--- src/rtl/event_counter_pkg.sv ---
// Shared encodings for the event counter: mode selectors and the per-cycle
// action chosen by the priority decoder.
package event_counter_pkg;

   // EDGE_MODE encodings
   localparam int MODE_LEVEL = 0;
   localparam int MODE_EDGE  = 1;

   // SAT_MODE encodings
   localparam int MODE_WRAP  = 0;
   localparam int MODE_SAT   = 1;

   // What the counter does on a given cycle, after priority resolution.
   typedef enum logic [2:0] {
      ACT_HOLD = 3'd0,
      ACT_CLR  = 3'd1,
      ACT_LOAD = 3'd2,
      ACT_INC  = 3'd3,
      ACT_DEC  = 3'd4
   } action_e;

endpackage : event_counter_pkg

--- src/rtl/event_counter_rise_det.sv ---
// One-bit rising-edge detector. The history bit is registered; the pulse
// itself is combinational so a rise is usable in the same cycle it is seen.
module rise_det (
   input  logic clk,
   input  logic n_rst,
   input  logic d_i,
   output logic rise_o
);

   logic d_q;

   // Previous-cycle sample of the input, cleared by reset so a level that is
   // already high at release is treated as a fresh rise.
   always_ff @(posedge clk or negedge n_rst) begin
      if (!n_rst) begin
         d_q <= 1'b0;
      end else begin
         d_q <= d_i;
      end
   end

   assign rise_o = d_i & ~d_q;

endmodule : rise_det

--- src/rtl/event_counter.sv ---
// Up/down event counter with clear, load, optional edge qualification of the
// step requests, wrap or saturate at the boundaries, a one-cycle terminal
// count pulse and sticky overflow/underflow flags.
module event_counter
   import event_counter_pkg::*;
#(
   parameter int WIDTH     = 2,
   parameter int EDGE_MODE = 1,
   parameter int SAT_MODE  = 0
) (
   input  logic             clk,
   input  logic             n_rst,
   input  logic             clr,
   input  logic             load,
   input  logic [WIDTH-1:0] load_val,
   input  logic             up,
   input  logic             dn,
   output logic [WIDTH-1:0] count,
   output logic             tc,
   output logic             ovf,
   output logic             unf
);

   localparam logic [WIDTH-1:0] ALL_ONES = '1;
   localparam bit               SATURATE = (SAT_MODE == MODE_SAT);

   logic             inc;
   logic             dec;
   action_e          action;

   logic [WIDTH-1:0] count_q, count_d;
   logic             tc_q, tc_d;
   logic             ovf_q, ovf_d;
   logic             unf_q, unf_d;

   // Step qualification: raw levels in level mode, rising edges otherwise.
   // The edge history runs every cycle regardless of clr/load, so a request
   // held high across a clear or load does not step afterwards.
   generate
      if (EDGE_MODE == MODE_LEVEL) begin : g_level
         assign inc = up;
         assign dec = dn;
      end else begin : g_edge
         rise_det u_rise_up (
            .clk    (clk),
            .n_rst  (n_rst),
            .d_i    (up),
            .rise_o (inc)
         );
         rise_det u_rise_dn (
            .clk    (clk),
            .n_rst  (n_rst),
            .d_i    (dn),
            .rise_o (dec)
         );
      end
   endgenerate

   // Priority decode: clear beats load beats step; simultaneous inc and dec
   // cancel out and leave everything as it was.
   always_comb begin
      action = ACT_HOLD;
      if (clr) begin
         action = ACT_CLR;
      end else if (load) begin
         action = ACT_LOAD;
      end else if (inc && !dec) begin
         action = ACT_INC;
      end else if (dec && !inc) begin
         action = ACT_DEC;
      end
   end

   // Next-state computation. tc defaults low so it only ever lasts one cycle
   // per boundary event; the sticky flags only change on clear or a boundary.
   always_comb begin
      count_d = count_q;
      tc_d    = 1'b0;
      ovf_d   = ovf_q;
      unf_d   = unf_q;
      case (action)
         ACT_CLR: begin
            count_d = '0;
            ovf_d   = 1'b0;
            unf_d   = 1'b0;
         end
         ACT_LOAD: begin
            count_d = load_val;
         end
         ACT_INC: begin
            if (count_q == ALL_ONES) begin
               tc_d    = 1'b1;
               ovf_d   = 1'b1;
               count_d = SATURATE ? ALL_ONES : '0;
            end else begin
               count_d = count_q + WIDTH'(1);
            end
         end
         ACT_DEC: begin
            if (count_q == '0) begin
               tc_d    = 1'b1;
               unf_d   = 1'b1;
               count_d = SATURATE ? '0 : ALL_ONES;
            end else begin
               count_d = count_q - WIDTH'(1);
            end
         end
         default: begin
         end
      endcase
   end

   // Counter state registers with asynchronous active-low reset.
   always_ff @(posedge clk or negedge n_rst) begin
      if (!n_rst) begin
         count_q <= '0;
         tc_q    <= 1'b0;
         ovf_q   <= 1'b0;
         unf_q   <= 1'b0;
      end else begin
         count_q <= count_d;
         tc_q    <= tc_d;
         ovf_q   <= ovf_d;
         unf_q   <= unf_d;
      end
   end

   assign count = count_q;
   assign tc    = tc_q;
   assign ovf   = ovf_q;
   assign unf   = unf_q;

endmodule : event_counter
--- config.mk ---
export PLATFORM = sky130hd
export DESIGN_NAME = event_counter
export DESIGN_NICKNAME = d
export VERILOG_FILES = /design/src/rtl/event_counter_pkg.sv /design/src/rtl/event_counter_rise_det.sv /design/src/rtl/event_counter.sv
export SDC_FILE = /design/constraint.sdc
export NUM_CORES = 1
export LEC_CHECK = 0
export ABC_AREA = 1
export BUFFER_PORTS_ARGS = -buffer_cell sky130_fd_sc_hd__buf_2
export CAP_MARGIN = 5
export CORE_UTILIZATION = 25
export CTS_CLUSTER_SIZE = 8
export DETAILED_ROUTE_END_ITERATION = 8
export MAX_ROUTING_LAYER = met4
export SLEW_MARGIN = 15
export SYNTH_ARGS = -nofsm -noshare
export SYNTH_HDL_FRONTEND = slang
export SYNTH_SLANG_ARGS = --single-unit
--- constraint.sdc ---
create_clock -name clk -period 1.5 [get_ports clk]
set_input_delay 0.15 -clock clk [delete_from_list [all_inputs] [get_ports clk]]
set_output_delay 0.15 -clock clk [all_outputs]
set_load 0.05 [all_outputs]
# Word level (Yosys, flattened, before mapping)
# Index checks and enable logic that the tools add are counted.
# totals
elab_cells	43
out_inout_bits	5
in_bits	8
ff_bits	7
# classes
n_addsub	2
mux	14
n_eq_ne	7
bitwise	4
n_reduce_logical	10
# op_table
operator	count
two-way mux 3 bit	4
case mux 2 bit (4 select lines)	1
== test 3 x 2 -> 1 bit (second input constant)	2
case mux 1 bit (2 select lines)	3
two-way mux 1 bit	4
two-way mux 2 bit	2
inequality test 2 bit (second input constant)	2
AND reduction 2 bit	2
nonzero test 2 bit	2
nonzero test 4 bit	1
== test 3 x 1 -> 1 bit (second input constant)	1
== test 3 bit (second input constant)	1
adder 2 x 1 -> 2 bit (second input constant)	1
AND 1 bit	2
== test 2 bit (second input constant)	1
logical AND 1 bit	2
zero test 1 bit	2
zero test 2 bit	1
NOT 1 bit	2
subtractor 2 x 1 -> 2 bit (second input constant)	1

# Depth between registers and ports, before layout
# depth
word_depth	11
depth_mapped	8
depth_no_buf	8

# Modules after synthesis
# From an unflattened synthesis, not the netlist that was laid out.
# unflattened
cells_unflattened	47
hier_area_um2	390.4
# modules_own_cells
mod	area_each_um2	cells_each	seq_area_each_um2	instances
event_counter	320.3	41	125.1	1
rise_det	35.0	3	25.0	2

# Worst setup path after synthesis
# OpenSTA, ideal clock, no wires.
# synth_path
kind	register to register
start	register count_q[0], in the netlist count[0]
end	register count_q[1], in the netlist count[1]
n_path_buf	0
path_stages_with_launch	7
setup_ns	0.119
setup_slack_ns	0.051
synth_period_minus_slack_ns	1.449
required_ns	1.381
t_arrival_ns	1.330
path_cell_list	dfrtp_1 -> inv_1 -> ha_1 -> nand4_1 -> nand2_1 -> nor2_1 -> nand2_1
# synth_via
elab_chain_cells	3
word_cells_on_any_way	7
classes_between	2 x add/sub; 1 x eq/ne; 3 x mux; 1 x reduce/logical
# synth_rtl
element	line	text
from (decl)	event_counter.sv:31	logic [WIDTH-1:0] count_q, count_d;
from (signal assigned)	event_counter.sv:121	count_q <= count_d;
subtractor 2 x 1 -> 2 bit, or another cell as far along	event_counter.sv:105	count_d = count_q - WIDTH'(1);
two-way mux 2 bit (on tied branches)	event_counter.sv:100, event_counter.sv:91	
case mux 2 bit (4 select lines) *	event_counter.sv:81	case (action)
# Every way passes the cells marked *; elsewhere a longest branch is shown, timed or not.
# A chain may end at the register's enable or synchronous reset.

# Worst setup path in the final report
# Same ends and word-level chain as after synthesis.

==> out/metrics.yaml <==
timing:
  rsz0062_at_grt: "no"
  setup_viol: 0
  clock_skew_ns: 0.00206
  clock.fmax_mhz: 817
  setup_slack_ns: 0.276
  worst_pin_slew_ns: 0.259
  fin_crit_ns: 1.22
  finalCritPeriodShare_pct: 81.6
  slew_headroom_pct: 82.7
  finalSetupTns_ns: 0
  final_hold_viol_count: 0
  slew_viol_final: 0
yosys:
  synth_area_um2: 379
  synth_area_leaders: "dfrtp_1, nand2_1, nand4_1"
  ys.flop_type: "dfrtp_1"
  synth-edff-count: 0
  synth.yosys.seq_area_share_pct: 46.2
  syn-num-nets: 56
  yosys_warnings: 0
  synth_top_cell_by_area: "dfrtp_1"
  async_flop_share_pct: 100
  synth_cell_types: 11
  synth_common_cells: "nand2_1, inv_1, dfrtp_1, nand4_1, nor2_1"
  syn_area_per_cell_um2: 8.24
  yosysMostFrequentCell: "nand2_1"
  synth.top_cell.area_share_pct: 46.2
  synth_cells: 46
  ys_ff_latch: 7
global_route:
  first_global_vias: 321
  grt_pass1_wl_um: 1350
  antenna_found_initial: 0
  overflow: 0
  grt_util_all_layers_pct: 13.6
  grt_max_degree: 10
critical_path:
  cp-start-kind: "flip-flop"
  crit_required_ns: 1.64
  path_max_fanout: 6
  critPathKind: "reg2reg"
  critPathCaptureType: "flip-flop"
  crit_arrival_ns: 1.37
power:
  switchingPower_uw: 153
  p_sw_share_pct: 31.6
  pwr-share-clk_pct: 37.3
  comb_power_share_pct: 19.6
  internal-power_uw: 330
  seq_power_share_pct: 43.0
  p_leak_uw: 0.000297
  power_density_mw_per_mm2: 978
  ir_drop_mv: 0.482
floorplanning:
  die_y_um: 40.9
  start_util_pct: 28.1
  design.portCount: 13
  rows: 13
  coreArea_mm2: 0.00135
  dieArea_mm2: 0.00168
  fp.dieW_um: 40.9
placement:
  io_buffers: 12
  place.gp.congestion: 0.768
  dp_worst_setup_slack_ns: 0.269
  detailed_place_hpwl_um: 642
clock_network:
  clk_latency_ns: 0.26
  clock-root-buffer: "clkbuf_4"
  cts.htree.levels: 1
  cts_tree: "done"
  cts_buffer_depth: 2
  cts_resized: 0
  numCtsBuffers: 3
  clock_sinks: 7
  clkTransAtPathRegs_ns: 0.06
route:
  drc: 0
  met3_length_um: 66
  wl_met2_um: 378
  ant_nets: 0
  maxUsedRoutingLayer: "met4"
  drt-wirelength-per-cell_um: 10.6
  wl_um: 825
  drtIter0Drc: 5
  drt_pre_antenna_iters: 4
  drt-met1-wl_um: 371
  viasPerCell: 4.56
  vias: 356
cells_and_area:
  syn_to_final_growth_pct: 30.4
  nets: 74
  drive_gt1_share_pct: 30.2
  fillers: 146
  diodes: 0
outcome:
  status: "finished clean"
flow_run:
  maxCapViolCount: 0
worst_hold_path:
  hp-class: "in2reg"
==> cell type report <==
type	count	area, um2	share of cell area [%]
Tap cell	15	18.8	3.80
Sequential cell	7	175	35.4
Timing Repair Buffer	13	70.1	14.2
Clock buffer	4	26.3	5.32
Inverter	8	30.0	6.08
Multi-Input combinational cell	31	174	35.2
==> power groups by stage <==
stage | Sequential (uW) | Combinational [uW] | Clock (uW)
detailed placement | 211 | 93.5 | 0
global route | 209 | 108 | 195
floorplan | 235 | 37.1 | 0
finish | 208 | 94.9 | 180
global placement | 211 | 92.0 | 0
CTS | 208 | 95.7 | 188
==> kinds of logic (layout without fill, tap and decap cells) <==
logic type	after synthesis	count (layout)	share of synthesized area, %
flops	7	7	46.2
fa+ha+maj	2	2	6.60
simple gates	29	29	39.3
buf+inv	8	25	7.92
==> worst max-delay path, stage by stage (launching register included) <==
cell and delay [ns]:
dfrtp_1 0.43, inv_1 0.07, ha_1 0.32, nand4_1 0.10, nand2_1 0.06, nor2_1 0.08, nand2_1 0.06
==> metrics by stage <==
stage | hold slack [ns] | cells | total power (uW) | cell area, um2 | util, %
finish | 0.0104 | 78 | 483 | 494 | 36.6
global route | 0.00648 | 78 | 512 | 494 | 36.6
detailed placement | 0.000173 | 73 | 305 | 458 | 33.9
CTS | 0.00464 | 78 | 491 | 494 | 36.6
floorplan | -0.146 | 46 | 272 | 379 | -
global placement | -0.00360 | 73 | 303 | 458 | 33.9
==> repair_timing <==
action / in CTS / in global routing
buffers inserted: 0 / 0
hold buffers: 1 / 0
hold endpoints to repair: 7 / 0
==> worst paths after layout <==
kind / startpoint / to / slack (ns) / cells past startpoint
min in group asynchronous: n_rst / g_edge.u_rise_up.d_q / 0.25 / 2
worst max register to register: count[0] / count[1] / 0.28 / 6
worst min register to register: unf / unf / 0.49 / 2
worst max-delay path: count[0] / count[1] / 0.28 / 6
max in group asynchronous: n_rst / count[1] / 1.09 / 2
worst min-delay path: dn / g_edge.u_rise_dn.d_q / 0.01 / 1
==> layout by cell type (no fill, tap or decap) <==
master	netlist	routed
and3_2	1	1
nor2_2	1	1
ha_1	2	2
nand3_1	2	2
clkbuf_4	0	3
dfrtp_1	7	7
nor2_4	1	1
nor2_1	4	4
inv_1	8	8
nand3_2	1	1
nand2_1	12	12
nand4_1	7	7
buf_2	0	12
clkbuf_1	0	1
dlygate4sd3_1	0	1
==> per-layer routing <==
metal / up-vias / track usage, %
li1: 184 / -
met1: 155 / 15.3
met2: 15 / 19.5
met3: 2 / 6.52
met4: 0 / 7.50
met5: - / -
==> flip-flops by register name, indices dropped and copies added, names as in the netlist <==
register and flops:
g_edge.u_rise_up.d_q 1, g_edge.u_rise_dn.d_q 1, tc 1, count 2, unf 1, ovf 1
No activity file was read; power rests on OpenSTA's default activity.
